<file path="src/rtl/uart_ctrl_pkg.sv">
// Shared state type and character timing for the UART receive controller.
// Fallback build defaults stand in when the global UART defines are not supplied.
`ifndef WORD_LENGTH
`define WORD_LENGTH 8
`endif
`ifndef Rx_CLKRATE
`define Rx_CLKRATE 1600
`endif
`ifndef BAUD
`define BAUD 160
`endif

package uart_ctrl_pkg;

   typedef enum logic [1:0] {
      ST_IDLE     = 2'd0,
      ST_ERR_ACK  = 2'd1,
      ST_ERR_WAIT = 2'd2
   } rx_ctrl_state_e;

   localparam int unsigned BIT_CYCLES  = `Rx_CLKRATE / `BAUD;
   localparam int unsigned CHAR_CYCLES = 10 * `Rx_CLKRATE / `BAUD;

endpackage

</file>
<file path="src/rtl/uart_sync_fifo.sv">
// Small synchronous FIFO with an occupancy counter; flush overrides push and pop.
module uart_sync_fifo #(
   parameter int unsigned WORD_W = 8,
   parameter int unsigned DEPTH  = 4
) (
   input  logic                         clk,
   input  logic                         rst_n,
   input  logic                         flush,
   input  logic                         push,
   input  logic                         pop,
   input  logic [WORD_W-1:0]            wdata,
   output logic [WORD_W-1:0]            rdata,
   output logic [$clog2(DEPTH+1)-1:0]   level,
   output logic                         full,
   output logic                         empty
);

   localparam int unsigned PTR_W = $clog2(DEPTH);
   localparam int unsigned LVL_W = $clog2(DEPTH + 1);

   logic [WORD_W-1:0] mem [DEPTH];
   logic [PTR_W-1:0]  wr_ptr;
   logic [PTR_W-1:0]  rd_ptr;
   logic              do_push;
   logic              do_pop;

   assign empty   = (level == '0);
   assign full    = (level == LVL_W'(DEPTH));
   assign do_pop  = pop & ~empty;
   // A full FIFO still takes a word when the head leaves in the same cycle.
   assign do_push = push & (~full | do_pop);
   assign rdata   = mem[rd_ptr];

   always_ff @(posedge clk or negedge rst_n) begin
      if (!rst_n) begin
         mem    <= '{default: '0};
         wr_ptr <= '0;
         rd_ptr <= '0;
         level  <= '0;
      end else if (flush) begin
         wr_ptr <= '0;
         rd_ptr <= '0;
         level  <= '0;
      end else begin
         if (do_push) begin
            mem[wr_ptr] <= wdata;
            wr_ptr      <= wr_ptr + PTR_W'(1);
         end
         if (do_pop) begin
            rd_ptr <= rd_ptr + PTR_W'(1);
         end
         if (do_push && !do_pop) begin
            level <= level + LVL_W'(1);
         end else if (do_pop && !do_push) begin
            level <= level - LVL_W'(1);
         end
      end
   end

endmodule

</file>
<file path="src/rtl/uart_rx_ctrl.sv">
// Receive-side sequencer: buffers words, runs the err_ack handshake, tracks status.
// Optional idle timeout is built when UART_RX_CTRL_TIMEOUT_EN is defined.
module uart_rx_ctrl
   import uart_ctrl_pkg::*;
#(
   parameter int unsigned WORD_W        = `WORD_LENGTH,
   parameter int unsigned DEPTH         = 4,
   parameter int unsigned ERR_CNT_W     = 8,
   parameter int unsigned TIMEOUT_CHARS = 4
) (
   input  logic                        r_clk,
   input  logic                        r_rst,
   input  logic                        enable,
   input  logic                        flush,
   input  logic [WORD_W-1:0]           rx_pckt,
   input  logic                        rx_valid,
   input  logic                        rx_err,
   output logic                        err_ack,
   output logic [WORD_W-1:0]           out_data,
   output logic                        out_valid,
   input  logic                        out_ready,
   output logic [$clog2(DEPTH+1)-1:0]  fifo_level,
   output logic                        ovf_sticky,
   output logic [ERR_CNT_W-1:0]        err_cnt,
   output logic                        rx_timeout
);

   rx_ctrl_state_e state;
   rx_ctrl_state_e state_next;
   logic           push_req;
   logic           pop_eff;
   logic           push_acc;
   logic           fifo_full;
   logic           fifo_empty;
   logic           unused_cfg;

   assign unused_cfg = ^{32'(TIMEOUT_CHARS), 32'(CHAR_CYCLES), 32'(BIT_CYCLES)};

   uart_sync_fifo #(
      .WORD_W (WORD_W),
      .DEPTH  (DEPTH)
   ) u_fifo (
      .clk   (r_clk),
      .rst_n (r_rst),
      .flush (flush),
      .push  (push_req),
      .pop   (out_ready),
      .wdata (rx_pckt),
      .rdata (out_data),
      .level (fifo_level),
      .full  (fifo_full),
      .empty (fifo_empty)
   );

   assign out_valid = ~fifo_empty;
   assign pop_eff   = out_ready & ~fifo_empty;
   assign push_acc  = push_req & (~fifo_full | pop_eff);

   always_ff @(posedge r_clk or negedge r_rst) begin
      if (!r_rst) begin
         state <= ST_IDLE;
      end else begin
         state <= state_next;
      end
   end

   // An error outranks a word arriving in the same cycle; words are only taken in idle.
   always_comb begin
      state_next = state;
      push_req   = 1'b0;
      case (state)
         ST_IDLE: begin
            if (rx_err) begin
               state_next = ST_ERR_ACK;
            end else if (rx_valid && enable) begin
               push_req = 1'b1;
            end
         end
         ST_ERR_ACK:  state_next = ST_ERR_WAIT;
         ST_ERR_WAIT: if (!rx_err) state_next = ST_IDLE;
         default:     state_next = ST_IDLE;
      endcase
   end

   always_ff @(posedge r_clk or negedge r_rst) begin
      if (!r_rst) begin
         err_ack    <= 1'b0;
         err_cnt    <= '0;
         ovf_sticky <= 1'b0;
      end else begin
         err_ack <= (state_next == ST_ERR_ACK);
         if (state == ST_ERR_ACK && err_cnt != '1) begin
            err_cnt <= err_cnt + ERR_CNT_W'(1);
         end
         if (flush) begin
            ovf_sticky <= 1'b0;
         end else if (push_req && fifo_full && !pop_eff) begin
            ovf_sticky <= 1'b1;
         end
      end
   end

`ifdef UART_RX_CTRL_TIMEOUT_EN
   localparam int unsigned TO_LIMIT = TIMEOUT_CHARS * CHAR_CYCLES;
   localparam int unsigned TO_W     = $clog2(TO_LIMIT + 1);

   logic [TO_W-1:0] to_cnt;
   logic            to_hold;

   // Pulse lands TO_LIMIT cycles after the last push, then waits for new traffic.
   always_ff @(posedge r_clk or negedge r_rst) begin
      if (!r_rst) begin
         to_cnt     <= '0;
         to_hold    <= 1'b0;
         rx_timeout <= 1'b0;
      end else begin
         rx_timeout <= 1'b0;
         if (flush || push_acc || pop_eff) begin
            to_cnt  <= '0;
            to_hold <= 1'b0;
         end else if (out_valid && !to_hold) begin
            if (to_cnt == TO_W'(TO_LIMIT - 2)) begin
               rx_timeout <= 1'b1;
               to_hold    <= 1'b1;
            end
            to_cnt <= to_cnt + TO_W'(1);
         end
      end
   end
`else
   logic unused_push_acc;
   assign unused_push_acc = push_acc;
   assign rx_timeout      = 1'b0;
`endif

endmodule

</file>
<file path="config.mk">
export PLATFORM = sky130hd
export DESIGN_NAME = uart_rx_ctrl
export DESIGN_NICKNAME = d
export VERILOG_FILES = /design/src/rtl/uart_ctrl_pkg.sv /design/src/rtl/uart_sync_fifo.sv /design/src/rtl/uart_rx_ctrl.sv
export SDC_FILE = /design/constraint.sdc
export NUM_CORES = 1
export LEC_CHECK = 0
export ABC_CLOCK_PERIOD_IN_PS = 2500
export BUFFER_PORTS_ARGS = -buffer_cell sky130_fd_sc_hd__buf_2
export CORE_MARGIN = 1
export CORE_UTILIZATION = 30
export CTS_CLUSTER_SIZE = 40
export DETAILED_ROUTE_END_ITERATION = 7
export MAX_ROUTING_LAYER = met4
export PLACE_DENSITY_LB_ADDON = 0.25
export SETUP_SLACK_MARGIN = 0.1
export SYNTH_ARGS = -nofsm -noshare
export SYNTH_HDL_FRONTEND = slang
export SYNTH_SLANG_ARGS = --single-unit
</file>
<file path="constraint.sdc">
create_clock -name r_clk -period 2.5 [get_ports r_clk]
set_input_delay 0.125 -clock r_clk [delete_from_list [all_inputs] [get_ports r_clk]]
set_output_delay 0.125 -clock r_clk [all_outputs]
set_load 0.03 [all_outputs]
</file>
==> qor.yml <==
fin_util_pct: 37.5
drv_cap: 0
rsz0062_at_grt: "true"
clkTransAtPathRegs_ps: 100
synth_compound_area_share_pct: 3.37
dpl.hpwl_um: 3020
regArea_um2: 1280
endpoint_kind: "flop"
critPathRequiredTime_ps: 2700
p_leak_nw: 1.38
grt_overflow_total: 0
slew_viol_final: 0
hold_path_class: "in2reg"
hold_viol_final: 0
setup_violations: 0
critPathTopFamily: "simple AND/OR/NAND/NOR gates"
yosysSeqAreaShare_pct: 52.1
synthMuxAreaShare_pct: 24.8
multiInputGateArea_um2: 1130
critical_path.max_stage_delay_ps: 610
path_cells: "or3b_1 > or3_1 > nor3b_4 > buf_4 > mux2_2"
worst-path-buf-inv: 1
p_per_area_nw_per_um2: 954
antenna_cells: 0
grt_pass1_wl_um: 7600
syn_inst: 177
arrival_ps: 2560
top_usage_layer: "met2"
netlist.area_leader.share_pct: 52.1
via_count: 1496
netlist_area_um2: 2450
synth_top_family_by_area: "multiplexers"
vias_per_cell: 4.60
setup_tns_ps: 0
synth-seq-cells: 51
clock.fmax_ghz: 0.422
io_buffers: 36
cp_max_fo: 8
ys_types: 37
nets: 243
grt_pass1_vias: 1550
place.gp.congestion: 0.733
synth.area.top_cells: "dfrtp_1 52%, mux2_2 16%, mux4_2 7.4%"
drc: 0
min_period_ps: 2370
dr.pass1.iters: 4
p_total_mw: 2.79
routedWlPerCell_um: 13.8
fin_crit_sh_pct: 94.8
worstSkewPairLatency_ps: 310
synth_edf_count: 0
start_kind: "flop"
cts_tree: "done"
die_y_um: 92.4
worstMarginPinSlew_ps: 659
area_growth_syn_to_layout_pct: 19.4
start_util_pct: 31.4
h-tree-depth: 2
outcome: "finished clean"
ir_drop_v: 0.000434
finClkSkew_ps: 13.6
drt_wl_total_um: 4480
numClockSinks: 51
fill_cells: 774
die_w_um: 92.4
grt_max_degree: 52
met1_usage_pct: 15.1
critPathSlowestCell: "or3_1"
syn_nets: 198
synth-simple-area-share_pct: 11.2
ys.flop_type: "dfrtp_1"
path_class: "reg2reg"
synthXorXnorAreaFrac_pct: 2.86
grt_util_all_layers_pct: 11.9
yosysTopAreaCell: "dfrtp_1"
synthArstFlopShare_pct: 100
ant_nets: 0
grt_use_met2_pct: 18.9
coreArea_um2: 7810
fp-row-count: 32
postCtsSetupRepairBufs: 0
syn_avg_cell_area_um2: 13.8
slew-limit-headroom_pct: 56.1
clock-root-buffer: "clkbuf_8"
synthAdderAreaFrac_pct: 3.37
antenna_found_initial: 0
clk_path_buf_depth: 2
io_pins: 38
yosysWarningCount: 0
drive_gt1_share_pct: 44.8
numCtsBuffers: 5
drtIter0Drc: 42
dieArea_um2: 8530
grtUsageMet3_pct: 2.79
layout make-up:
cell class | instances | share of cell area (%)
clock buffers | 5 | 2.35
repair buffers | 45 | 8.99
clock inverters | 3 | 1.58
well taps | 102 | 4.36
inverters | 4 | 0.513
multi-input cells | 115 | 38.6
flip-flops and latches | 51 | 43.6
cell usage in the layout (no fill, tap or decap), types with 2 or more instances in the layout:
cell      instances
nand2_1           7
ha_1              5
nand2b_1          4
buf_4             7
o21a_1            2
mux4_2            8
inv_1             4
xnor2_1           6
mux2_2           35
clkbuf_8          5
o211ai_1          2
dfrtp_1          51
nor2_1           13
nor3b_1           2
nor3_1            2
mux2_1            2
a21oi_1           2
buf_2            36
nor3b_4           4
or3_1             2
xor2_1            2
and3_1            2
repair_timing:
item | 4_1_cts | 5_1_grt
endpoints found under the hold margin | 51 | 0
gates resized for setup | 0 | 2
hold buffers | 1 | 0
setup endpoints to repair | 0 | 34
Yosys cell counts (4+ instances only):
cell type,n
nor3b_4,4
mux4_2,8
inv_1,4
nor2_1,13
xnor2_1,6
clkbuf_1,5
nand2_1,7
ha_1,5
nand2b_1,4
mux2_2,35
dfrtp_1,51
per-layer routing:
layer	wire, um	vias up	part of all wire [%]
li1	-	723	-
met1	2170	734	48
met2	2080	33	46
met3	175	6	3.9
met4	51	0	1.1
met5	0	-	0
through the flow:
stage                     hold WS (ps)  std cells  instance area [um2]  worst slack, ps
final                             82.6        325                 2920              130
after global routing              72.5        325                 2920             21.6
after CTS                         70.7        325                 2920              115
after detailed placement           291        316                 2790              122
after global placement             293        316                 2790              158
after floorplan                   -171        177                 2450              214
cell families (layout without fill, tap and decap cells):
group,Yosys count,in the layout
AO/OA/AOI/OAI,11,11
other,1,1
buffers and inverters,11,57
multiplexers,46,46
AND/OR/NAND/NOR,43,43
adder cells (fa/ha/maj),6,6
XOR/XNOR,8,8
flip-flops,51,51
where the power goes:
group | total, mW | switching [mW] | internal (mW)
clock network | 0.587 | 0.286 | 0.302
registers | 1.16 | 0.173 | 0.992
logic | 1.04 | 0.595 | 0.444
total | 2.79 | 1.05 | 1.74
sequential cells by signal, summed over array words and instances (netlist names):
name           cells
u_fifo.wr_ptr      2
u_fifo.level       3
ovf_sticky         1
u_fifo.mem        32
state              2
err_ack            1
err_cnt            8
u_fifo.rd_ptr      2
final timing paths:
| kind | startpoint | end | slack (ps) | cells past startpoint |
|---|---|---|---|---|
| hold reg to reg | u_fifo.mem[8] | u_fifo.mem[8] | 500 | 1 |
| setup / recovery | state[1] | u_fifo.mem[22] | 130 | 5 |
| max in group asynchronous | r_rst | u_fifo.mem[22] | 1590 | 3 |
| hold / removal | rx_pckt[5] | u_fifo.mem[21] | 80 | 2 |
| setup reg to reg | state[1] | u_fifo.mem[22] | 130 | 5 |
| min in group asynchronous | r_rst | u_fifo.mem[24] | 450 | 3 |
Power figures use the tool's default switching activity.
